$ cat config.mk
export PLATFORM = sky130hd
export DESIGN_NAME = paper_ctrl
export DESIGN_NICKNAME = d
export VERILOG_FILES = /design/src/rtl/paper_ctrl_pkg.sv /design/src/rtl/paper_pc.sv /design/src/rtl/paper_ctrl.sv
export SDC_FILE = /design/constraint.sdc
export NUM_CORES = 1
export LEC_CHECK = 0
export BUFFER_PORTS_ARGS = -buffer_cell sky130_fd_sc_hd__buf_2
export CORE_AREA = 2 2 57 59
export DETAILED_ROUTE_END_ITERATION = 10
export DIE_AREA = 0 0 59 61
export PLACE_DENSITY = 0.66
export REMOVE_ABC_BUFFERS = 1
export SLEW_MARGIN = 20
export SYNTH_ARGS = -nofsm -noshare
export SYNTH_HDL_FRONTEND = slang
export SYNTH_SLANG_ARGS = --single-unit
$ cat constraint.sdc
create_clock -name clk -period 1.71 [get_ports clk]
set_input_delay 0.171 -clock clk [delete_from_list [all_inputs] [get_ports clk]]
set_output_delay 0.171 -clock clk [all_outputs]
set_load 0.02 [all_outputs]
$ cat src/rtl/paper_ctrl_pkg.sv
// Shared constants for the paper_ctrl sequencer: opcodes, FSM states, sizes.
package paper_ctrl_pkg;

  localparam int         PC_W       = 4;
  localparam logic [7:0] ICOUNT_MAX = 8'd255;

  // Opcode field of a program word, bits [7:6].
  typedef enum logic [1:0] {
    OP_INC  = 2'b00,
    OP_DEC  = 2'b01,
    OP_JNO  = 2'b10,
    OP_HALT = 2'b11
  } op_e;

  // Sequencer states.
  typedef enum logic [2:0] {
    S_IDLE  = 3'd0,
    S_FETCH = 3'd1,
    S_WAIT  = 3'd2,
    S_EXEC  = 3'd3,
    S_HALT  = 3'd4
  } state_e;

endpackage

$ cat src/rtl/paper_pc.sv
// Program counter: 4-bit register with clear, load and wrapping increment.
module paper_pc
  import paper_ctrl_pkg::*;
(
  input  logic            clk,
  input  logic            reset_n,
  input  logic            clr_i,
  input  logic            load_i,
  input  logic            inc_i,
  input  logic [PC_W-1:0] target_i,
  output logic [PC_W-1:0] pc_o
);

  logic [PC_W-1:0] pc_q;
  logic [PC_W-1:0] pc_d;

  // Next pc: clear wins over load, load wins over increment; 15+1 wraps to 0.
  always_comb begin
    pc_d = pc_q;
    if (clr_i) begin
      pc_d = '0;
    end else if (load_i) begin
      pc_d = target_i;
    end else if (inc_i) begin
      pc_d = pc_q + 1'b1;
    end
  end

  // pc register with synchronous active-low reset.
  always_ff @(posedge clk) begin
    if (!reset_n) begin
      pc_q <= '0;
    end else begin
      pc_q <= pc_d;
    end
  end

  assign pc_o = pc_q;

endmodule

$ cat src/rtl/paper_ctrl.sv
// Tiny program sequencer: fetches 8-bit words, drives INC/DEC/JNO/HALT to a
// datapath, counts retired instructions and stops on an instruction budget.
// Handshake: none; start is a one-cycle pulse honoured only in IDLE or HALT,
// and imem_data is expected one cycle after imem_addr.
module paper_ctrl
  import paper_ctrl_pkg::*;
(
  input  logic       clk,
  input  logic       reset_n,
  input  logic       start,
  output logic [3:0] imem_addr,
  input  logic [7:0] imem_data,
  input  logic       zero,
  output logic [1:0] instruct,
  output logic       enabled,
  output logic [1:0] reg_sel,
  output logic       reg_we,
  output logic       busy,
  output logic       halted,
  output logic       timeout,
  output logic [7:0] icount,
  output logic [2:0] state_dbg
);

  state_e          state_q, state_d;
  logic [7:0]      ir_q, ir_d;
  logic [7:0]      icount_q, icount_d;
  logic            timeout_q, timeout_d;
  logic            pc_clr, pc_load, pc_inc;
  logic [PC_W-1:0] pc;
  op_e             op;
  logic            budget_out;

  assign op = op_e'(ir_q[7:6]);
  // Budget is spent once 255 instructions have retired; the next non-HALT
  // instruction is not performed and the block stops with timeout set.
  assign budget_out = (icount_q == ICOUNT_MAX) && (op != OP_HALT);

  paper_pc u_pc (
    .clk      (clk),
    .reset_n  (reset_n),
    .clr_i    (pc_clr),
    .load_i   (pc_load),
    .inc_i    (pc_inc),
    .target_i (ir_q[3:0]),
    .pc_o     (pc)
  );

  // Next-state, pc control and datapath strobes.
  always_comb begin
    state_d   = state_q;
    ir_d      = ir_q;
    icount_d  = icount_q;
    timeout_d = timeout_q;
    pc_clr    = 1'b0;
    pc_load   = 1'b0;
    pc_inc    = 1'b0;
    instruct  = OP_INC;
    reg_we    = 1'b0;
    enabled   = 1'b0;
    case (state_q)
      S_IDLE, S_HALT: begin
        if (start) begin
          state_d   = S_FETCH;
          pc_clr    = 1'b1;
          icount_d  = '0;
          timeout_d = 1'b0;
        end
      end
      S_FETCH: state_d = S_WAIT;
      S_WAIT: begin
        ir_d    = imem_data;
        state_d = S_EXEC;
      end
      S_EXEC: begin
        instruct = op;
        if (budget_out) begin
          state_d   = S_HALT;
          timeout_d = 1'b1;
        end else begin
          icount_d = (icount_q == ICOUNT_MAX) ? icount_q : icount_q + 8'd1;
          case (op)
            OP_INC, OP_DEC: begin
              // Gated by reset_n so a reset landing in EXEC issues no write.
              reg_we  = reset_n;
              pc_inc  = 1'b1;
              state_d = S_FETCH;
            end
            OP_JNO: begin
              state_d = S_FETCH;
              if (zero) begin
                pc_inc  = 1'b1;
                enabled = reset_n;
              end else begin
                pc_load = 1'b1;
              end
            end
            default: state_d = S_HALT;
          endcase
        end
      end
      default: state_d = S_IDLE;
    endcase
  end

  // State, instruction register, icount and sticky timeout.
  always_ff @(posedge clk) begin
    if (!reset_n) begin
      state_q   <= S_IDLE;
      ir_q      <= '0;
      icount_q  <= '0;
      timeout_q <= 1'b0;
    end else begin
      state_q   <= state_d;
      ir_q      <= ir_d;
      icount_q  <= icount_d;
      timeout_q <= timeout_d;
    end
  end

  assign imem_addr = pc;
  assign reg_sel   = ir_q[5:4];
  assign busy      = (state_q != S_IDLE) && (state_q != S_HALT);
  assign halted    = (state_q == S_HALT);
  assign timeout   = timeout_q;
  assign icount    = icount_q;
  assign state_dbg = state_q;

endmodule

==> run summary <==
synthesized cell area -> 1220 µm²
crit path time final -> 1.90 ns
syn_area_per_cell -> 9.14 µm²
Diodes inserted -> 0
gr usage total -> 0.181
Yosys cell types -> 47
wire per inst -> 14.3 µm
RSZ-0062 raised after global routing -> yes
power density over cell area -> 766 nW/µm²
first-pass GRT wire length -> 4930 µm
largest net degree at the start of global routing -> 18
post-synthesis register bit count -> 24
Max-slew headroom -> 0.679
Max Cap Viol -> 0
Fin. Hold Viols -> 0
CP delay by family, top -> simple AND/OR/NAND/NOR gates
vias -> 1156
TritonCTS clock tree -> yes
startpoint type of the worst setup path -> flip-flop
setup violators final -> 2
die area -> 3600 µm²
Post-Route Utilization -> 0.546
post-synth top area share -> 0.392
Final Max Slew Viols -> 0
Routed WL -> 3050 µm
worst-case clock buffer depth -> 2
CTS root buf -> clkbuf_4
die span in y -> 61 µm
Num Clock Sinks -> 24
total grt overflow -> 0
Post-synth EDFFs -> 0
worst endpoint data arrival time -> 1.73 ns
status -> finished, violations left
dominant cell type by area after synthesis -> dfxtp_1
Fmax -> 527 MHz
Layout Nets -> 196
initial antenna violation count -> 0
slowest cell on the critical path -> dfxtp_2
Global Route met3 Usage -> 0.0235
Core Box Area -> 2950 µm²
clk_lat worst skew -> 0.32 ns
TritonCTS Buffers -> 3
I/O pin count -> 36
buffer and inverter count on the worst path -> 1
H-tree depth -> 1
Power, Total -> 1.24 mW
vias in the first global route -> 1066
Fillers -> 275
Critical Path Sink Type -> output port
Async SR Flop Fraction -> 0
PortBufs -> 35
DRT Pass-1 Iters -> 4
FP Rows -> 20
Final WS setup -> -0.188 ns
GR peak layer -> met2
register area share after synthesis -> 0.392
CP Cell Sequence -> ha_4 -> and3_4 -> a21oi_4 -> nand2_2 -> nor4b_2 -> buf_2
leakage -> 0.707 nW
Synth Flop Type -> dfxtp_1
global placement routability congestion -> 0.791
dominant cells by area after synthesis -> dfxtp_1 (39%), mux2i_1 (7.4%), nor2b_1 (5.1%)
crit path kind -> flip-flop to output port
layout cell share with drive strength beyond 1 -> 0.403
Reg clk slew, reported paths -> 0.14 ns
hold_ws -> 0.0978 ns
Worst Hold Class -> input pin to flip-flop
Initial Utilization -> 0.415
Post-synth top cells -> dfxtp_1 (24), nand2_1 (10), nor2_1 (10), nor2b_1 (10), mux2i_1 (9)
DRT antenna net count -> 0
dpl hpwl -> 2230 µm
met2 GRT Util -> 0.313
max incr delay on CP -> 0.36 ns
DR vias/cell -> 5.40
skew final -> 0.00242 ns
Least-Margin Pin Slew -> 0.481 ns
failing checks -> setup timing
routing usage on met1 -> 0.227
DRC -> 0
YS warnings -> 0
most frequent cell after synthesis -> dfxtp_1
instance count of the mapped netlist -> 134
violation count after the first detailed-route iteration -> 32
Crit path required time -> 1.54 ns
flip-flop and latch area -> 487 µm²
Area Overhead vs Synth -> 31.7%
Die X -> 59 µm
Worst VDD drop -> 411 µV
Period Utilization, post-route -> 1.11
Worst Path Max Fanout -> 2
multi-input logic area -> 736 µm²
==> state kept, by name, summed over array words and instances, names as in the netlist <==
| register | count |
|---|---|
| icount | 8 |
| timeout | 1 |
| u_pc.pc_o | 4 |
| ir_q | 8 |
| state_dbg | 3 |
==> layer usage <==
| layer | part of all wire | routed length, µm |
|---|---|---|
| met1 | 0.44 | 1330 |
| met2 | 0.51 | 1560 |
| met3 | 0.042 | 129 |
| met4 | 0.010 | 31 |
| met5 | 0 | 0 |
==> layout make-up <==
cell class	count	share of cell area
multi-input combinational	98	0.456
tap	33	0.0256
sequential	24	0.302
timing repair buffer	49	0.180
inverter	6	0.0140
clock buffer	4	0.0225
==> per-stage QoR <==
step / instances / cell area, µm² / setup slack, ns / setup TNS, ns
after global placement: 205 / 1470 / 0.103 / 0
after CTS: 211 / 1570 / -0.160 / -0.237
final: 214 / 1610 / -0.188 / -0.289
after global routing: 214 / 1610 / -0.257 / -0.424
after detailed placement: 205 / 1470 / 0.0629 / 0
after floorplan: 128 / 1180 / -0.366 / -2.36
==> cell usage in the layout (no fill, tap or decap), types with 2 or more instances in the layout <==
cell	synthesis	layout
buf_2	1	34
dfxtp_1	24	19
buf_4	2	13
nor2b_1	10	10
nor2_1	10	9
nand2_1	10	9
mux2i_1	9	9
inv_1	6	6
nand3_1	6	6
dfxtp_2	0	5
o21ai_0	3	3
a21boi_0	3	3
o22ai_1	3	3
clkbuf_4	0	3
and2_2	2	2
nand3b_1	2	2
nor3b_1	2	2
a211oi_1	2	2
a21oi_1	3	2
xnor2_1	2	2
xor2_1	2	2
a22oi_1	2	2
buf_6	1	2
==> kinds of logic after synthesis <==
logic type / Yosys count / synth area share
mux: 9 / 0.0735
buf+inv: 12 / 0.0511
simple gates: 56 / 0.270
flops: 24 / 0.392
xor+xnor: 4 / 0.0286
fa+ha+maj: 2 / 0.0204
compound gates: 27 / 0.164
==> final timing paths <==
check                from            to  slack (ns)  depth (start not counted)
min reg2reg  u_pc.pc_o[3]  u_pc.pc_o[3]        0.50                          2
max reg2reg     icount[0]     icount[4]        0.09                          7
min          imem_data[1]       ir_q[1]         0.1                          3
max             icount[0]       enabled       -0.19                          6
==> worst reg2reg max path: stages, from the launching register on <==
cell     delay [ns]
dfxtp_2        0.36
ha_4           0.16
buf_4          0.12
buf_4          0.14
nand3_1        0.18
o21ai_4        0.11
or3_1          0.36
a21oi_1        0.14
==> power by group <==
group	leakage [nW]	internal, mW	switching [mW]
registers	0.197	0.598	0.0440
logic	0.490	0.132	0.152
clock network	0.0210	0.130	0.180
==> what timing repair did <==
item                       CTS  global route
resized for setup           14             5
hold buffers                 0             0
setup buffers                2             3
setup endpoints to repair    2             2
pin swaps                    2             2
No activity file was read; power rests on OpenSTA's default activity.
